`config.mk`:
```
export PLATFORM = sky130hd
export DESIGN_NAME = config_tree_accumulator
export DESIGN_NICKNAME = d
export VERILOG_FILES = /design/src/rtl/config_tree_accumulator.sv
export SDC_FILE = /design/constraint.sdc
export NUM_CORES = 1
export LEC_CHECK = 0
export BUFFER_PORTS_ARGS = -buffer_cell sky130_fd_sc_hd__buf_2
export CAP_MARGIN = 10
export CORE_ASPECT_RATIO = 1.5
export CORE_UTILIZATION = 50
export CTS_CLUSTER_DIAMETER = 100
export CTS_CLUSTER_SIZE = 28
export DETAILED_ROUTE_END_ITERATION = 10
export GPL_TIMING_DRIVEN = 0
export PLACE_DENSITY = 0.7
export RECOVER_POWER = 25
export SYNTH_ARGS = -nofsm -noshare
export SYNTH_HDL_FRONTEND = slang
export SYNTH_SLANG_ARGS = --single-unit
```
`constraint.sdc`:
```
create_clock -name clk -period 8.3 [get_ports clk]
set_input_delay 0.415 -clock clk [delete_from_list [all_inputs] [get_ports clk]]
set_output_delay 0.415 -clock clk [all_outputs]
set_load 0.1 [all_outputs]
```
`src/rtl/config_tree_accumulator.sv`:
```
// config_tree_accumulator
// Accumulates K signed 32-bit partial sums from the tree adder into one
// dot-product result. The result is converted to OUT_W (clamped or truncated)
// and presented on a registered output together with the group's
// halved-precision mode and an overflow flag.
//
// Handshake semantics (both ports): a beat transfers on a rising clk edge
// where valid && ready. A producer holds its data stable while valid is high
// and ready is low. Ready never depends on valid on the same port. in_ready
// is derived from registered state, plus out_ready while a result is pending.
module config_tree_accumulator #(
    parameter int ACC_W    = 48,
    parameter int OUT_W    = 32,
    parameter int K_W      = 16,
    parameter int SATURATE = 1
) (
    input  logic             clk,
    input  logic             rst_n,
    input  logic [K_W-1:0]   cfg_k,
    input  logic             halvedPrecision,
    input  logic             in_valid,
    output logic             in_ready,
    input  logic [31:0]      in_sum,
    output logic             out_valid,
    input  logic             out_ready,
    output logic [OUT_W-1:0] out_data,
    output logic             out_halved,
    output logic             out_overflow
);

    typedef enum logic [1:0] {
        IDLE = 2'd0,
        ACC  = 2'd1,
        OUT  = 2'd2
    } state_t;

    // Saturation limits expressed at OUT_W.
    localparam logic [OUT_W-1:0] MAX_POS = {1'b0, {(OUT_W-1){1'b1}}};
    localparam logic [OUT_W-1:0] MIN_NEG = {1'b1, {(OUT_W-1){1'b0}}};

    state_t state;
    state_t state_nxt;

    logic signed [ACC_W-1:0] acc;
    logic signed [ACC_W-1:0] acc_nxt;
    logic signed [31:0]      in_sum_s;
    logic signed [ACC_W-1:0] in_ext;
    logic [K_W-1:0]          cnt;
    logic [K_W-1:0]          cnt_inc;
    logic [K_W-1:0]          k_lat;
    logic [K_W-1:0]          k_eff;
    logic                    halved_lat;

    logic accept;
    logic start;
    logic close_grp;
    logic [ACC_W-OUT_W:0]    upper;
    logic                    fits;
    logic [OUT_W-1:0]        conv_data;

    // Assigning a signed 32-bit value to a wider signed net sign-extends it.
    assign in_sum_s = in_sum;
    assign in_ext   = in_sum_s;

    assign k_eff   = (cfg_k == '0) ? K_W'(1) : cfg_k;
    assign cnt_inc = cnt + K_W'(1);

    // A beat starts a new group in IDLE, and also in OUT when the pending
    // result is being taken in the same cycle (no lost cycle between groups).
    assign accept    = in_valid && in_ready;
    assign start     = accept && (state != ACC);
    assign close_grp = (start && (k_eff == K_W'(1))) ||
                       (accept && (state == ACC) && (cnt_inc == k_lat));

    // Value the accumulator takes at the next edge.
    always_comb begin
        acc_nxt = acc;
        if (start) begin
            acc_nxt = in_ext;
        end else if (accept) begin
            acc_nxt = acc + in_ext;
        end
    end

    // Convert the closing accumulator value to OUT_W and flag lost information.
    always_comb begin
        upper     = acc_nxt[ACC_W-1:OUT_W-1];
        fits      = (&upper) || !(|upper);
        conv_data = acc_nxt[OUT_W-1:0];
        if (!fits && (SATURATE != 0)) begin
            conv_data = acc_nxt[ACC_W-1] ? MIN_NEG : MAX_POS;
        end
    end

    // State register.
    always_ff @(posedge clk or negedge rst_n) begin
        if (!rst_n) begin
            state <= IDLE;
        end else begin
            state <= state_nxt;
        end
    end

    // Next-state logic.
    always_comb begin
        state_nxt = state;
        case (state)
            IDLE: begin
                if (start) begin
                    state_nxt = (k_eff == K_W'(1)) ? OUT : ACC;
                end
            end
            ACC: begin
                if (close_grp) begin
                    state_nxt = OUT;
                end
            end
            OUT: begin
                if (start) begin
                    state_nxt = (k_eff == K_W'(1)) ? OUT : ACC;
                end else if (out_ready) begin
                    state_nxt = IDLE;
                end
            end
            default: state_nxt = IDLE;
        endcase
    end

    // Handshake outputs; in_ready is held low while reset is asserted.
    always_comb begin
        out_valid = (state == OUT);
        in_ready  = 1'b0;
        case (state)
            IDLE:    in_ready = rst_n;
            ACC:     in_ready = rst_n;
            OUT:     in_ready = rst_n && out_ready;
            default: in_ready = 1'b0;
        endcase
    end

    // Accumulator, beat counter, per-group config and the registered result.
    always_ff @(posedge clk or negedge rst_n) begin
        if (!rst_n) begin
            acc          <= '0;
            cnt          <= '0;
            k_lat        <= '0;
            halved_lat   <= 1'b0;
            out_data     <= '0;
            out_halved   <= 1'b0;
            out_overflow <= 1'b0;
        end else begin
            acc <= acc_nxt;
            if (start) begin
                cnt        <= K_W'(1);
                k_lat      <= k_eff;
                halved_lat <= halvedPrecision;
            end else if (accept) begin
                cnt <= cnt_inc;
            end
            if (close_grp) begin
                out_data     <= conv_data;
                out_overflow <= !fits;
                out_halved   <= start ? halvedPrecision : halved_lat;
            end
        end
    end

endmodule
```
* Word-level counts from Yosys, hierarchy flattened
Cells that the tools add are included.
Cells by class: mux-type cells 15, equality and inequality tests 8, $add $sub $neg 2, reduce and logical (&&, ||, !) cells 17
Operator list (number):
- 48-bit 2-to-1 mux | 2
- 32-bit 2-to-1 mux | 2
- 48-bit by 32-bit adder with 48-bit output | 1
- 16-bit 2-to-1 mux | 3
- 17-bit AND reduction | 1
- 17-bit OR reduction | 1
- 16-bit by 1-bit adder with 16-bit output, second input constant | 1
- 16-bit by 1-bit equality test with 1-bit output, second input constant | 1
- 16-bit equality test | 1
- 16-bit zero test | 1
- 2-bit 2-to-1 mux | 5
- 1-bit logical AND | 6
- 2-bit one-hot mux with 3 select lines | 1
- 2-bit != test, second input constant | 2
- 3-bit by 1-bit != test with 1-bit output, second input constant | 1
- 3-bit AND reduction | 1
- 2-bit by 1-bit equality test with 1-bit output, second input constant | 1
- 2-bit equality test, second input constant | 1
- 1-bit zero test | 2
- 2-bit zero test | 1
- 1-bit logical OR | 2
- 2-bit by 1-bit != test with 1-bit output, second input constant | 1
- 1-bit one-hot mux with 2 select lines | 1
- 2-bit nonzero test | 1
- other kinds (2) | 2
Storage, ports and cells: input bits 53, logic and storage cells 50, flip-flop bits (word level) 117

* Logic depth before layout (Yosys ltp)
Gate-level depths: netlist of run 1.
depth after elaboration 10, depth in mapped cells 16, gate-level depth less buffers 14

* Least setup slack after synthesis of run 1
Ideal clock, no wire load.
path type input to register, start point input port in_sum[0], end point register out_data[10], slack 4.682 ns, cell stages on the path 15, arrival time 3.497 ns, path buffers 1, required time 8.179 ns, cell sequence ha_1 fa_1 a21o_1 a221oi_2 o21ai_2 a211oi_4 o211ai_2 a311oi_2 xor2_1 o21ai_1 and4bb_4 a41oi_4 buf_6 a211oi_2 o22a_1
On the way: cells in the longest elaborated chain, start to end 7, elaborated cells between the ends (all ways) 9
Ends and longest elaborated chain:
- start, declared | RTL line 23 | input logic [31:0] in_sum,
- 48-bit by 32-bit adder with 48-bit output * | RTL line 81 | acc_nxt = acc + in_ext;
- 48-bit 2-to-1 mux * | RTL line 80 | end else if (accept) begin
- 48-bit 2-to-1 mux * | RTL line 78 | if (start) begin
- named net acc_nxt[42] | RTL line 45 | logic signed [ACC_W-1:0] acc_nxt;
- 17-bit OR reduction | RTL line 88 | fits = (&upper) || !(|upper);
- 1-bit zero test | RTL line 88
- 1-bit logical OR * | RTL line 88
- 32-bit 2-to-1 mux * | RTL line 90 | if (!fits && (SATURATE != 0)) begin
- end signal, assigned | RTL line 161 | out_data <= conv_data;
- end, declared | RTL line 26 | output logic [OUT_W-1:0] out_data,
Mark *: on every way through the listed nets, which the timed path passes. The rest lies on a longest branch. A chain may end at the register's enable or synchronous reset.

* Final worst setup path of run 1
start point input port rst_n, end point register out_data[14]
On the way: cells in the longest elaborated chain, start to end 9, elaborated cells between the ends (all ways) 16
Ends and longest elaborated chain:
- start, declared | RTL line 18 | input logic rst_n,
- 1-bit logical AND | RTL line 136 | OUT: in_ready = rst_n && out_ready;
- 1-bit one-hot mux with 2 select lines * | RTL line 133 | case (state)
- 1-bit logical AND * | RTL line 70 | assign accept = in_valid && in_ready;
- 48-bit 2-to-1 mux / 1-bit logical AND (equally long branches) | RTL line 80, 71
- 48-bit 2-to-1 mux | RTL line 78
- 17-bit OR reduction | RTL line 88
- 1-bit zero test | RTL line 88
- 1-bit logical OR | RTL line 88
- 32-bit 2-to-1 mux | RTL line 90
Every way passes the cells marked *; elsewhere a longest branch is shown, timed or not.

==> results of run 1 <==
## metrics by stage
stage                     hold WS (ns)  total power, mW
after detailed placement         0.354             3.69
after global routing             0.230             4.74
final                            0.224             4.42
after global placement           0.478             3.66
after floorplan                  0.119             3.11
after CTS                        0.218             4.41
## cell usage after synthesis, types with 8 or more instances
library cell  number
nor2_1            93
nand3_1           19
ha_1              48
a211oi_2          10
nand2_1           93
nand4_1           19
dfrtp_1          117
clkbuf_1          38
a22o_1            13
mux2i_1           10
a31oi_1           10
buf_2             13
nor4_1            11
xor2_1            27
xnor2_1           32
o21ai_1           18
o21a_1            14
inv_1             16
nor3_1            16
o21ai_0           48
a211oi_1          20
nor2b_1           11
o22a_1            31
o31ai_1            8
a21oi_1          113
a21o_1            26
and3_1            12
## sequential cells by signal, indices dropped and copies added (netlist names)
| name | count |
|---|---|
| cnt | 16 |
| out_overflow | 1 |
| acc | 48 |
| k_lat | 16 |
| out_data | 32 |
| halved_lat | 1 |
| state | 2 |
| out_halved | 1 |
## power groups by stage
stage / Clock, mW / Sequential (mW) / Combinational, mW
finish: 0.703 / 0.976 / 2.74
global placement: 0 / 0.977 / 2.68
global route: 0.738 / 1.00 / 3.00
detailed placement: 0 / 0.983 / 2.70
CTS: 0.712 / 0.974 / 2.72
floorplan: 0 / 1.43 / 1.67
## critical path, stage by stage
cell           delay [ns]
dlygate4sd3_1        0.52
clkbuf_1             1.70
buf_16               0.36
and2_1               0.30
nand2_1              0.25
nor3_1               0.29
nand4_1              0.14
nor4_1               0.21
nand2_1              0.10
nor4_1               0.35
o21bai_1             0.17
buf_4                0.24
and4bb_1             0.22
and4b_1              0.27
a32oi_4              0.22
buf_6                0.22
o22a_1               0.19
## path summary, 6_finish.rpt
path                            slack [ns]           end       start  cells after the start
worst min-delay path                  0.22      k_lat[4]    cfg_k[4]                      2
worst max register to register        3.86  out_data[22]      acc[0]                     15
max in group asynchronous             5.64  out_data[15]       rst_n                      2
min in group asynchronous             1.27       acc[32]       rst_n                      2
worst min register to register        0.49    halved_lat  halved_lat                      1
worst max-delay path                  2.37  out_data[14]       rst_n                     17
## kinds of logic after synthesis
| group | share of synthesized area |
|---|---|
| AOI/OAI and AO/OA | 0.298 |
| buffers and inverters | 0.0422 |
| and+or+nand+nor | 0.172 |
| adders and majority gates | 0.0717 |
| muxes | 0.0181 |
| xor gates and xnor gates | 0.0597 |
| DFF | 0.338 |
## routing by layer
layer | part of all wire | vias to the layer above
met5 | 0 | -
met4 | 0.047 | 0
met3 | 0.045 | 73
met2 | 0.50 | 229
met1 | 0.41 | 3894
li1 | - | 3939
## final cells by class
type / instances / area [um^2]
plain buffers: 63 / 305
multi-input cells: 803 / 5360
clock buffers: 23 / 488
flip-flops and latches: 117 / 2930
inverters: 16 / 60.1
clock inverters: 7 / 73.8
repair buffers: 90 / 477
well taps: 210 / 263
fillers: 1556 / 6880
## what timing repair did
| item | in CTS | in global routing |
|---|---|---|
| hold endpoints to repair | 40 | 0 |
| buffers inserted | 0 | 0 |
| gates resized for setup | 0 | 0 |
| hold buffers | 1 | 0 |
| endpoints found under the setup margin | 0 | 0 |
==> out/results.ini, run 1 <==
[finish]
diodes = 0
fin_util = 0.591
syn_to_final_growth_pct = 15.0
mostFrequentLayoutCells = dfrtp_1, a21oi_1, buf_2, nor2_1, nand2_1
drive_above_1_share = 0.152
layout_commonest_cell = dfrtp_1
fin_cells = 1329
fin_area_mm2 = 0.00996
final_nets = 1210

[critical_path]
timing_worst_setup_path_type = primary input to flop
cp.arrival_ns = 6.23
required_ns = 8.60
cp-start-kind = primary input
worst_setup_path_end_kind = flop
crit_path_max_fanout = 79

[placement]
dp.cells = 1298
gp_congestion = 0.970
placed_area_mm2 = 0.00939
dpl.hpwl_mm = 19.9
dpl_worst_slack_ns = 3.76
numPortBuffers = 88

[synth]
synth_cell_types = 83
avgSynthCellArea_um2 = 8.67
yosys_most_used_dff = dfrtp_1
synth_edf_count = 0
synth_area_leaders = dfrtp_1, ha_1, a21oi_1
syn_area_mm2 = 0.00866
syn_nets = 1101
yosysWarningCount = 0
synth_top_area_frac = 0.338
async_flop_share = 1.00
yosysTopAreaCell = dfrtp_1
seq_area_frac_synth = 0.338
synth_seq_cells = 117
synthCells = 999

[outcome]
outcome = complete, but fails checks
violations = max-capacitance violations, max-slew violations

[power]
internal_power_mw = 2.16
power.switching_mw = 2.26
power.share.sequential = 0.221
ir_worst_vdd_mv = 0.271
p_comb_frac = 0.620
powerDensity_mw_per_mm2 = 444
pwr-share-clk = 0.159
p_sw_frac = 0.512
p_leak_nw = 4.49

[sta]
fin_crit_sh = 0.714
finalMaxSlewViolations = 41
setup_slack_ns = 2.37
hold_violations = 0
worstMarginPinSlew_ns = 2.41
slew_headroom = -0.606
finalSetupViolCount = 0
fin_setup_tns_ns = 0
fmax_mhz = 169
finClkSkew_ns = 0.00724
rsz0062_at_grt = no
period_minus_slack_ns = 5.93

[worst_hold_path]
min_path_type = primary input to flop

[grt]
track_usage = 0.309
overflow = 0
grt_pass1_wl_mm = 41.8
grt_pass1_vias = 8196
grtUsageMet3 = 0.0599
antenna_found_initial = 0
grt_busiest_layer = met2
grt_max_degree = 80
grtUsageMet2 = 0.533
grt.met1_usage = 0.359

[floorplan]
rows = 58
die_area_mm2 = 0.0179
core_region_area_mm2 = 0.0168
ios = 89
initial_core_util = 0.514
fp.dieH_um = 163
die_w_um = 109

[clock_network]
cts_root_buf = clkbuf_16
cts.clk_slew.worst_paths_ns = 0.06
cts_sinks = 117
htree_num_levels = 4
insertion_delay_ns = 0.42
cts_made_buffers = 17
clockBufferDepth = 2
cts_tree = yes

[routing]
firstDrtPassIters = 5
wl_mm = 26.0
ant_nets = 0
drt-vias-per-instance = 6.12
drtIter0Drc = 519
drc = 0
vias = 8135
wl_per_cell_um = 19.5

[run]
drv_cap = 1

No activity file was read; power rests on OpenSTA's default activity.
==> run 2, diff against run 1 <==
Settings changed: ABC_AREA set to 1.
Clock period 8.3 ns to 5.75 ns, I/O delays scaled along.
==> out/results.ini, run 2 <==
[clock_network]
cts_made_buffers = 17
cts_sinks = 117
cts_root_buf = clkbuf_16
insertion_delay_ns = 0.42
clockBufferDepth = 2
post_cts_resized = 0
cts_tree = yes
htree_num_levels = 4
cts.clk_slew.worst_paths_ns = 0.06

[power]
p_leak_nw = 5.85
ir_worst_vdd_mv = 0.230
powerDensity_mw_per_mm2 = 493
power.switching_mw = 2.58
p_sw_frac = 0.476
total_power_mw = 5.42
p_comb_frac = 0.557
internal_power_mw = 2.84
pwr-share-clk = 0.210
power.share.sequential = 0.232

[critical_path]
required_ns = 6.04
cp_slowest_cell = dlygate4sd3_1
cp-start-kind = primary input
crit_path_max_fanout = 65
worst_setup_path_end_kind = flop
cp_num_buf_inv = 7
worstPathCellList = dlygate4sd3_1 -> buf_6 -> buf_16 -> a21boi_2 -> and2_1 -> buf_6 -> inv_2 -> buf_2 -> a21oi_1 -> nand2_1 -> nor2_1 -> nand2_1 -> nor2_1 -> nand2_1 -> a21oi_4 -> buf_6 -> a21oi_2
timing_worst_setup_path_type = primary input to flop
cp_slowest_stage_delay_ns = 0.54
path_delay_family = buffers and inverters
cp.arrival_ns = 4.07

[placement]
dpl.hpwl_mm = 24.7
numPortBuffers = 88
gp_congestion = 0.984
placed_area_mm2 = 0.0104
dp.cells = 1795
dpl_worst_slack_ns = 2.00

[synth]
avgSynthCellArea_um2 = 6.58
yosysTopAreaCell = dfrtp_1
seq_area_frac_synth = 0.306
yosys_most_used_dff = dfrtp_1
synth_top_area_frac = 0.306
syn_area_mm2 = 0.00957
synth.most_common_cell = nand2_1
yosysWarningCount = 0
synth_seq_cells = 117
synth_cell_types = 50
synth_edf_count = 0
syn_nets = 1556
synth_area_leaders = dfrtp_1, nand2_1, inv_1
synthCells = 1454
synthTopCellsByCount = nand2_1, inv_1, nor2_1
async_flop_share = 1.00

[sta]
finalSetupViolCount = 0
slew_headroom = 0.518
worstMarginPinSlew_ns = 0.716
fmax_mhz = 265
fin_crit_sh = 0.657
fin_setup_tns_ns = 0
finalMaxSlewViolations = 0
finClkSkew_ns = 0.0130
hold_violations = 0
rsz0062_at_grt = no
holdWs_ns = 0.0614
setup_slack_ns = 1.97
period_minus_slack_ns = 3.78

[routing]
firstDrtPassIters = 5
drtIter0Drc = 561
vias = 9446
ant_nets = 0
drt-vias-per-instance = 5.17
wl_per_cell_um = 16.4
drc = 0
wl_mm = 29.9

[finish]
largest_register_ff_count = 48
layout_commonest_cell = nand2_1
fillCellCount = 1889
diodes = 0
top_register = acc
regArea_mm2 = 0.00293
multiInputGateArea_mm2 = 0.00560
final_nets = 1665
fin_util = 0.591
drive_above_1_share = 0.141
fin_cells = 1828
largest_registers = acc x48, out_data x32
mostFrequentLayoutCells = nand2_1, inv_1, nor2_1, dfrtp_1, buf_2
syn_to_final_growth_pct = 14.9
fin_area_mm2 = 0.0110

[grt]
grt_pass1_wl_mm = 46.4
grt_pass1_vias = 9184
track_usage = 0.316
antenna_found_initial = 0
grt_max_degree = 66
overflow = 0

[floorplan]
initial_core_util = 0.514
rows = 61
die_area_mm2 = 0.0197
core_region_area_mm2 = 0.0186
ios = 89
fp.dieH_um = 171
die_w_um = 115

[outcome]
outcome = complete, no violations

[worst_hold_path]
min_path_type = primary input to flop

[run]
drv_cap = 0

run 2: repair_timing:
item / 4_1_cts / 5_1_grt
hold buffers: 1 / 0
setup buffers: 0 / 0
hold endpoints to repair: 53 / 0
run 2: worst paths after layout:
kind,startpoint,endpoint,slack [ns],cells after the start
max in group asynchronous,rst_n,cnt[7],4.64,3
hold reg to reg,out_halved,out_halved,0.47,2
setup / recovery,rst_n,out_data[1],1.97,17
setup reg to reg,acc[0],out_data[1],2.12,19
min in group asynchronous,rst_n,acc[9],0.39,2
hold / removal,out_ready,state[1],0.06,2
run 2: worst register-to-register path, stage by stage, from the launching register on:
cell	delay, ns
dfrtp_1	0.39
ha_1	0.24
fa_1	0.45
nand2_1	0.12
nand3_1	0.09
nand3_1	0.11
nand2_2	0.14
nand2_1	0.10
nand3_1	0.17
nand2_1	0.13
nand3_1	0.08
nand3_1	0.15
nand2_1	0.11
nor2_1	0.12
nand2_1	0.06
nor2_1	0.23
nand2_1	0.22
a21oi_4	0.29
buf_6	0.23
a21oi_2	0.08
run 2: power groups by stage:
stage | logic [mW] | registers (mW) | clock network, mW
detailed placement | 2.98 | 1.26 | 0
CTS | 3.00 | 1.26 | 1.15
global placement | 2.94 | 1.26 | 0
floorplan | 2.17 | 1.30 | 0
global route | 3.37 | 1.29 | 1.19
finish | 3.02 | 1.26 | 1.14
run 2: cells by family after synthesis:
family / synth area share
simple gates: 0.353
buf+inv: 0.109
compound gates: 0.126
flops: 0.306
fa+ha+maj: 0.0648
xor+xnor: 0.0409
run 2: layout make-up:
cell class | count | share of cell area
buffer | 30 | 0.0172
clock buffer | 22 | 0.0440
clock inverter | 10 | 0.0133
inverter | 228 | 0.0778
multi-input combinational | 1079 | 0.509
sequential | 117 | 0.266
tap | 252 | 0.0287
timing repair buffer | 90 | 0.0440
run 2: per-layer routing:
metal / share of wire / up-vias / track usage
li1: - / 4806 / -
met1: 0.38 / 4318 / 0.327
met2: 0.51 / 238 / 0.580
met3: 0.032 / 84 / 0.0423
met4: 0.073 / 0 / 0.227
met5: 0 / - / 0
